===== src/rtl/hamming_pkg.sv =====
// Shared mode type and elaboration-time helpers for the SECDED pipeline.
package hamming_pkg;

  typedef enum logic {ENCODE = 1'b0, DECODE = 1'b1} mode_e;

  // Smallest P with 2^P >= data_w + P + 1.
  function automatic int calc_p(input int data_w);
    int p;
    p = 1;
    while ((1 << p) < data_w + p + 1) p++;
    return p;
  endfunction

  function automatic logic is_pow2(input int idx);
    return (idx > 0) && ((idx & (idx - 1)) == 0);
  endfunction

  // Hamming position that carries payload bit idx: the idx-th non-power-of-two position.
  function automatic int data_pos(input int idx);
    int n;
    int pos;
    n   = 0;
    pos = 0;
    for (int k = 3; k < 64; k++) begin
      if (!is_pow2(k)) begin
        if (n == idx) pos = k;
        n++;
      end
    end
    return pos;
  endfunction

endpackage


===== src/rtl/sat_counter.sv =====
// Saturating event counter; synchronous clear takes priority over increment.
module sat_counter #(
  parameter int W = 16
) (
  input  logic         clk,
  input  logic         reset,
  input  logic         inc,
  input  logic         clr,
  output logic [W-1:0] count
);

  logic [W-1:0] count_q, count_d;

  always_comb begin
    count_d = count_q;
    if (clr) begin
      count_d = '0;
    end else if (inc && (count_q != '1)) begin
      count_d = count_q + W'(1);
    end
  end

  always_ff @(posedge clk) begin
    if (reset) begin
      count_q <= '0;
    end else begin
      count_q <= count_d;
    end
  end

  assign count = count_q;

endmodule


===== src/rtl/hamming_secded_pipe.sv =====
// Two-stage SECDED Hamming encoder/decoder with valid/ready flow control.
// S1 captures the word with its syndrome/parity, S2 corrects and extracts into the output registers.
module hamming_secded_pipe
  import hamming_pkg::*;
#(
  parameter int    DATA_W = 8,
  parameter mode_e MODE   = ENCODE,
  parameter int    CNT_W  = 16,
  localparam int   P      = calc_p(DATA_W),
  localparam int   CW_W   = DATA_W + P + 1
) (
  input  logic             clk,
  input  logic             reset,
  input  logic             in_valid,
  output logic             in_ready,
  input  logic [CW_W-1:0]  in_data,
  output logic             out_valid,
  input  logic             out_ready,
  output logic [CW_W-1:0]  out_data,
  output logic             out_sec,
  output logic             out_ded,
  input  logic             cnt_clr,
  output logic [CNT_W-1:0] corr_cnt,
  output logic [CNT_W-1:0] uncorr_cnt
);

  logic              s1_adv, s2_adv;
  logic              s1_vld_q;
  logic [CW_W-1:0]   s1_cw_q, s1_cw_d;
  logic [P-1:0]      s1_syn_q, s1_syn_d;
  logic              s1_ov_q, s1_ov_d;
  logic              out_vld_q;
  logic [CW_W-1:0]   out_dat_q, out_dat_d;
  logic              out_sec_q, out_sec_d, out_ded_q, out_ded_d;
  logic [CW_W-1:0]   place, enc_cw, corr_cw;
  logic [DATA_W-1:0] payload;
  logic              par, dec_sec, dec_ded;

  assign s2_adv   = !out_vld_q || out_ready;
  assign s1_adv   = !s1_vld_q || s2_adv;
  assign in_ready = !reset && s1_adv;

  // Each parity bit covers the positions whose index has its bit set.
  always_comb begin
    place = '0;
    for (int i = 0; i < DATA_W; i++) place[data_pos(i)] = in_data[i];
    enc_cw = place;
    for (int j = 0; j < P; j++) begin
      par = 1'b0;
      for (int k = 1; k < CW_W; k++) begin
        if (((k >> j) & 1) == 1) par = par ^ place[k];
      end
      enc_cw[1 << j] = par;
    end
    enc_cw[0] = ^enc_cw[CW_W-1:1];
  end

  always_comb begin
    s1_syn_d = '0;
    for (int k = 1; k < CW_W; k++) begin
      if (in_data[k]) s1_syn_d = s1_syn_d ^ P'(k);
    end
    s1_ov_d = ^in_data;
    s1_cw_d = (MODE == DECODE) ? in_data : enc_cw;
  end

  always_ff @(posedge clk) begin
    if (reset) begin
      s1_vld_q <= 1'b0;
      s1_cw_q  <= '0;
      s1_syn_q <= '0;
      s1_ov_q  <= 1'b0;
    end else if (s1_adv) begin
      s1_vld_q <= in_valid;
      if (in_valid) begin
        s1_cw_q  <= s1_cw_d;
        s1_syn_q <= s1_syn_d;
        s1_ov_q  <= s1_ov_d;
      end
    end
  end

  // A syndrome beyond the last position with odd overall parity means 3+ errors.
  always_comb begin
    corr_cw = s1_cw_q;
    dec_sec = 1'b0;
    dec_ded = 1'b0;
    if (s1_syn_q == '0) begin
      dec_sec = s1_ov_q;
    end else if (!s1_ov_q || (int'(s1_syn_q) > CW_W - 1)) begin
      dec_ded = 1'b1;
    end else begin
      corr_cw[s1_syn_q] = ~s1_cw_q[s1_syn_q];
      dec_sec = 1'b1;
    end
    payload = '0;
    for (int i = 0; i < DATA_W; i++) payload[i] = corr_cw[data_pos(i)];
    out_dat_d = (MODE == DECODE) ? CW_W'(payload) : s1_cw_q;
    out_sec_d = (MODE == DECODE) && dec_sec;
    out_ded_d = (MODE == DECODE) && dec_ded;
  end

  always_ff @(posedge clk) begin
    if (reset) begin
      out_vld_q <= 1'b0;
      out_dat_q <= '0;
      out_sec_q <= 1'b0;
      out_ded_q <= 1'b0;
    end else if (s2_adv) begin
      out_vld_q <= s1_vld_q;
      if (s1_vld_q) begin
        out_dat_q <= out_dat_d;
        out_sec_q <= out_sec_d;
        out_ded_q <= out_ded_d;
      end
    end
  end

  assign out_valid = out_vld_q;
  assign out_data  = out_dat_q;
  assign out_sec   = out_sec_q;
  assign out_ded   = out_ded_q;

  sat_counter #(.W(CNT_W)) u_corr_cnt (
    .clk   (clk),
    .reset (reset),
    .inc   (out_vld_q && out_ready && out_sec_q),
    .clr   (cnt_clr),
    .count (corr_cnt)
  );

  sat_counter #(.W(CNT_W)) u_uncorr_cnt (
    .clk   (clk),
    .reset (reset),
    .inc   (out_vld_q && out_ready && out_ded_q),
    .clr   (cnt_clr),
    .count (uncorr_cnt)
  );

endmodule


===== config.mk =====
export PLATFORM = sky130hd
export DESIGN_NAME = hamming_secded_pipe
export DESIGN_NICKNAME = d
export VERILOG_FILES = /design/src/rtl/hamming_pkg.sv /design/src/rtl/sat_counter.sv /design/src/rtl/hamming_secded_pipe.sv
export SDC_FILE = /design/constraint.sdc
export NUM_CORES = 1
export LEC_CHECK = 0
export ABC_AREA = 1
export CAP_MARGIN = 40
export CORE_UTILIZATION = 40
export DETAILED_ROUTE_END_ITERATION = 10
export HOLD_SLACK_MARGIN = 0.1
export PLACE_DENSITY_LB_ADDON = 0.1
export RECOVER_POWER = 100
export SETUP_SLACK_MARGIN = 0.02
export SLEW_MARGIN = 20
export SYNTH_ARGS = -nofsm -noshare
export SYNTH_HDL_FRONTEND = slang
export SYNTH_SLANG_ARGS = --single-unit

===== constraint.sdc =====
create_clock -name clk -period 1.2 [get_ports clk]
set_input_delay 0.18 -clock clk [delete_from_list [all_inputs] [get_ports clk]]
set_output_delay 0.18 -clock clk [all_outputs]
set_load 0.01 [all_outputs]

* Word level (Yosys, flattened, before mapping) *
Index checks and enable logic that the tools add are counted.
W data, S select, Z words.

operators by class
  bitwise operators = 14
  reductions and logical operators = 9

operators with widths
  cell                 number
  $xor A1 B1 Y1        14
  $reduce_xor A12 Y1   1
  $reduce_and A2 Y1    2
  $logic_not A1 Y1     3
  $logic_or A1 B1 Y1   2
  $logic_and A1 B1 Y1  1

word-level totals
  bits in registers = 28
  input bits = 18
  word-level logic and storage cells = 27

* Depth between registers and ports, before layout *
Gate-level depths: netlist of run 1.

  depth in word-level cells = 5
  depth in mapped cells = 11

* Modules after synthesis *
From an unflattened synthesis of run 1, not the netlist that was laid out.

unflattened totals
  cell total of the unflattened synthesis = 471
  area, all modules = 3175.5 um^2

modules (own cells, without submodules)
  module               times used  cells an instance  area each (um^2)
  sat_counter          2           156                1004.7
  hamming_secded_pipe  1           159                1166.1

* Worst setup path before layout of run 1 *
Ideal clock, no wire load.

  path kind = reg2reg
  start point = register out_vld_q (netlist: out_valid)
  end point = register s1_cw_q[1] (netlist: out_dat_d[1])
  library setup time = 0.113 ns
  arrival time = 1.054 ns
  setup slack = 0.033 ns
  stages on the path, launching flop included = 9
  path buffers = 1
  clock period less this slack = 1.167 ns
  path through = dfxtp_1 nand3_2 nand2_2 inv_4 buf_2 nor2_1 nor2_1 o21ai_1 inv_2

between the ends
  word-level cells in the longest chain between the ends = 4

ends and longest elaborated chain
  element                             line                        text
  from (decl)                         hamming_secded_pipe.sv:32   logic out_vld_q;
  from (signal assigned)              hamming_secded_pipe.sv:110  out_vld_q <= s1_vld_q;
  $logic_not A1 Y1                    hamming_secded_pipe.sv:39   assign s2_adv = !out_vld_q || out_ready;
  $logic_or A1 B1 Y1                  hamming_secded_pipe.sv:39
  $logic_or A1 B1 Y1                  hamming_secded_pipe.sv:40   assign s1_adv = !s1_vld_q || s2_adv;
  $reduce_and A2 Y1 (no source line)  -
  to (signal assigned)                hamming_secded_pipe.sv:76   s1_cw_q <= s1_cw_d;
  to (decl)                           hamming_secded_pipe.sv:29   logic [CW_W-1:0] s1_cw_q, s1_cw_d;

No other way between the ends.
A chain may end at the register's enable or synchronous reset.

* Worst setup path after layout of run 1 *
  start point = register out_vld_q (netlist: out_valid)
  end point = output port in_ready

between the ends
  word-level cells in the longest chain between the ends = 4

ends and longest elaborated chain
  element              line                       text
  $logic_not A1 Y1     hamming_secded_pipe.sv:39
  $logic_or A1 B1 Y1   hamming_secded_pipe.sv:39
  $logic_or A1 B1 Y1   hamming_secded_pipe.sv:40
  $logic_and A1 B1 Y1  hamming_secded_pipe.sv:41  assign in_ready = !reset && s1_adv;
  to (decl)            hamming_secded_pipe.sv:15  output logic in_ready,

No other way between the ends.

==> qor.yml, run 1 <==
run_status:
  status: "finished clean"
min_path:
  hold-path-cell-count: 4
  whs_endpoint: "out_dat_d[9]$_SDFFE_PP0P_"
  hold_path.class: "in -> reg"
  hp-start: "in_data[4]"
clock_network:
  cts-buffers-inserted: 3
  clock_tree.htree_level_count: 1
  clock_sinks: 28
  cts_tree: "built"
  clk_path_buf_depth: 2
  clk_pin_slew_ps: 160
  clk_latency_ps: 330
  clockRootBuffer: "clkbuf_4"
global_routing:
  grt_use_total: 0.147
  grt_pass1_vias: 948
  grt_max_degree: 26
  grt_pass1_wl_um: 3970
  grt.overflow.total: 0
  antenna_found_initial: 0
floorplanning:
  die_y_um: 61.3
  rows: 21
  ioPinCount: 67
  fp.dieArea_um2: 3760
  die_w_um: 61.3
  initial_core_util: 0.419
  core_area_um2: 3360
cells_and_area:
  area_growth_pct: 27.3
  final_util: 0.533
  layout-drive-gt1-share: 0.205
  stdcell_count: 280
  nFillCells: 355
  fin_nets: 253
  multi_input_area_um2: 658
  design_area_um2: 1790
  n_antenna_cell: 0
  regArea_um2: 568
sta:
  min_period_ps: 1180
  fmax_ghz: 0.846
  layout_setup_ws_ps: 17.5
  setup_viol: 0
  setup_tns_ps: 0
  post-route-period-util: 0.985
  holdWs_ps: 245
  finalMaxSlewViolations: 0
  rsz0062_at_grt: "true"
  hold_viol_final: 0
  clock_skew_ps: 8.93
synthesis:
  synth_flop_cell: "dfxtp_1"
  async_flop_share: 0
  synth_cells: 191
  ys_warn_count: 0
  ys_seq_area_frac: 0.398
  synth_enable_flop_cells: 0
  syn_avg_cell_area_um2: 7.38
  netlist_area_um2: 1410
  synthDistinctLibCells: 20
  ys_seq_elements: 28
critical_path:
  rr_endpoint: "out_dat_d[2]$_SDFFE_PP0P_"
  worstPathArrival_ps: 1000
  path_max_fanout: 3
  setup.worst_path.start_class: "flop"
  setup.worst_path.class: "reg -> out"
  critPathMaxStageDelay_ps: 380
  cp.required_ps: 1020
  cp_slowest_cell: "dfxtp_2"
  crit_chain: "nand3_2 -> nand2_1 -> inv_1 -> buf_6"
  critPathCaptureType: "output pin"
  r2r-start: "out_valid$_SDFFE_PP0P_"
  r2r_setup_slack_ps: 90
  r2r.worst_path.cells: 7
routing:
  drc: 0
  routed_wl_um: 2570
  wl_per_cell_um: 9.19
  drt-initial-drc-count: 19
  drt_pre_antenna_iters: 4
  drtAntennaViolNets: 0
  vias_per_cell: 4.15
  vias: 1161
placed_design:
  dp_hpwl_um: 1900
  gp_congestion: 0.742
  io_buffers: 26
  dp.cells: 275
  placed_cell_area_um2: 1720
  dpl_worst_slack_ps: -344
pwr:
  peakVddDrop_uv: 475
  power.density_nw_per_um2: 1090
  cellLeakagePower_nw: 0.899
  p_total_mw: 1.96
job:
  drv_cap: 0
-- worst max path at each step --
stage,from,end,slack (ps),cells after the start
floorplan,out_valid$_SDFFE_PP0P_,out_dat_d[1]$_SDFFE_PP0P_,30,8
global placement,out_ready,in_ready,-330,6
detailed placement,out_ready,in_ready,-340,6
CTS,out_valid$_SDFFE_PP0P_,in_ready,-6,4
global route,out_valid$_SDFFE_PP0P_,in_ready,-80,4
finish,out_valid$_SDFFE_PP0P_,in_ready,20,4
-- Yosys cell counts, types with 2 or more instances --
library cell,number,area share
inv_1,6,0.016
buf_2,4,0.014
nand2_1,22,0.059
nand2_2,2,0.0089
inv_2,5,0.013
a21oi_1,12,0.043
nor2_1,38,0.10
nand3_1,4,0.014
xnor2_1,2,0.012
buf_4,35,0.19
o21ai_1,12,0.043
xor2_1,2,0.012
o21ai_0,13,0.046
dfxtp_1,28,0.40
-- cell families (layout without fill, tap and decap cells) --
group                  count (synthesis)  count (layout)  synth area share
AND/OR/NAND/NOR                       68              68             0.194
buffers and inverters                 52              62             0.237
AO/OA/AOI/OAI                         37              37             0.131
flip-flops                            28              28             0.398
XOR/XNOR                               5               5            0.0364
other                                  1              34           0.00266
-- registers in the layout, summed over array words and instances, names as in the netlist --
signal,count
out_data,13
out_dat_d,13
s1_vld_q,1
out_valid,1
-- per-layer routing --
metal | track usage | wire length [um] | up-vias
met5 | 0 | 0 | -
met4 | 0.0667 | 26 | 0
met3 | 0.0315 | 101 | 2
met2 | 0.256 | 1270 | 34
met1 | 0.173 | 1170 | 502
li1 | - | - | 623
-- worst max-delay path: cells and delay by family (launching register included) --
family        cells  cell delay, ps
flops             1             380
buf+inv           2             150
simple gates      2             140
-- timing repair --
| item | CTS | global route |
|---|---|---|
| endpoints found under the hold margin | 0 | 0 |
| hold buffers | 0 | 0 |
| gates resized for setup | 20 | 31 |
| endpoints found under the setup margin | 19 | 22 |
| setup buffers | 0 | 1 |
| pin swaps | 0 | 2 |
-- report_power, final --
group	switching, mW	leakage [nW]	internal, mW	total, mW
sequential	0.0346	0.234	1.00	1.04
clock	0.283	0.0210	0.186	0.469
combinational	0.250	0.644	0.205	0.455
total	0.567	0.899	1.39	1.96
-- area by class of cell --
class | instances | area share
multi-input combinational | 144 | 0.367
sequential | 28 | 0.317
timing repair buffer | 46 | 0.234
tap | 46 | 0.0321
inverter | 12 | 0.0293
clock buffer | 4 | 0.0202
-- layout by cell type, fill, tap and decap left out, drive strengths merged --
cell type       n
a21oi          12
buf            21
clkbuf          7
clkdlybuf4s15   8
clkdlybuf4s50   8
conb           34
dfxtp          28
dlygate4sd2     3
dlymetal6s2s    3
inv            12
nand2          24
nand3           5
nor2           38
o21ai          25
or2             1
xnor2           2
xor2            3
No activity file was read; power rests on OpenSTA's default activity.
==> run 2, diff against run 1 <==
CAP_MARGIN = 15   (was 40)
==> results of run 2 <==
Final layout, timing and power as in run 1 (identical DEF).
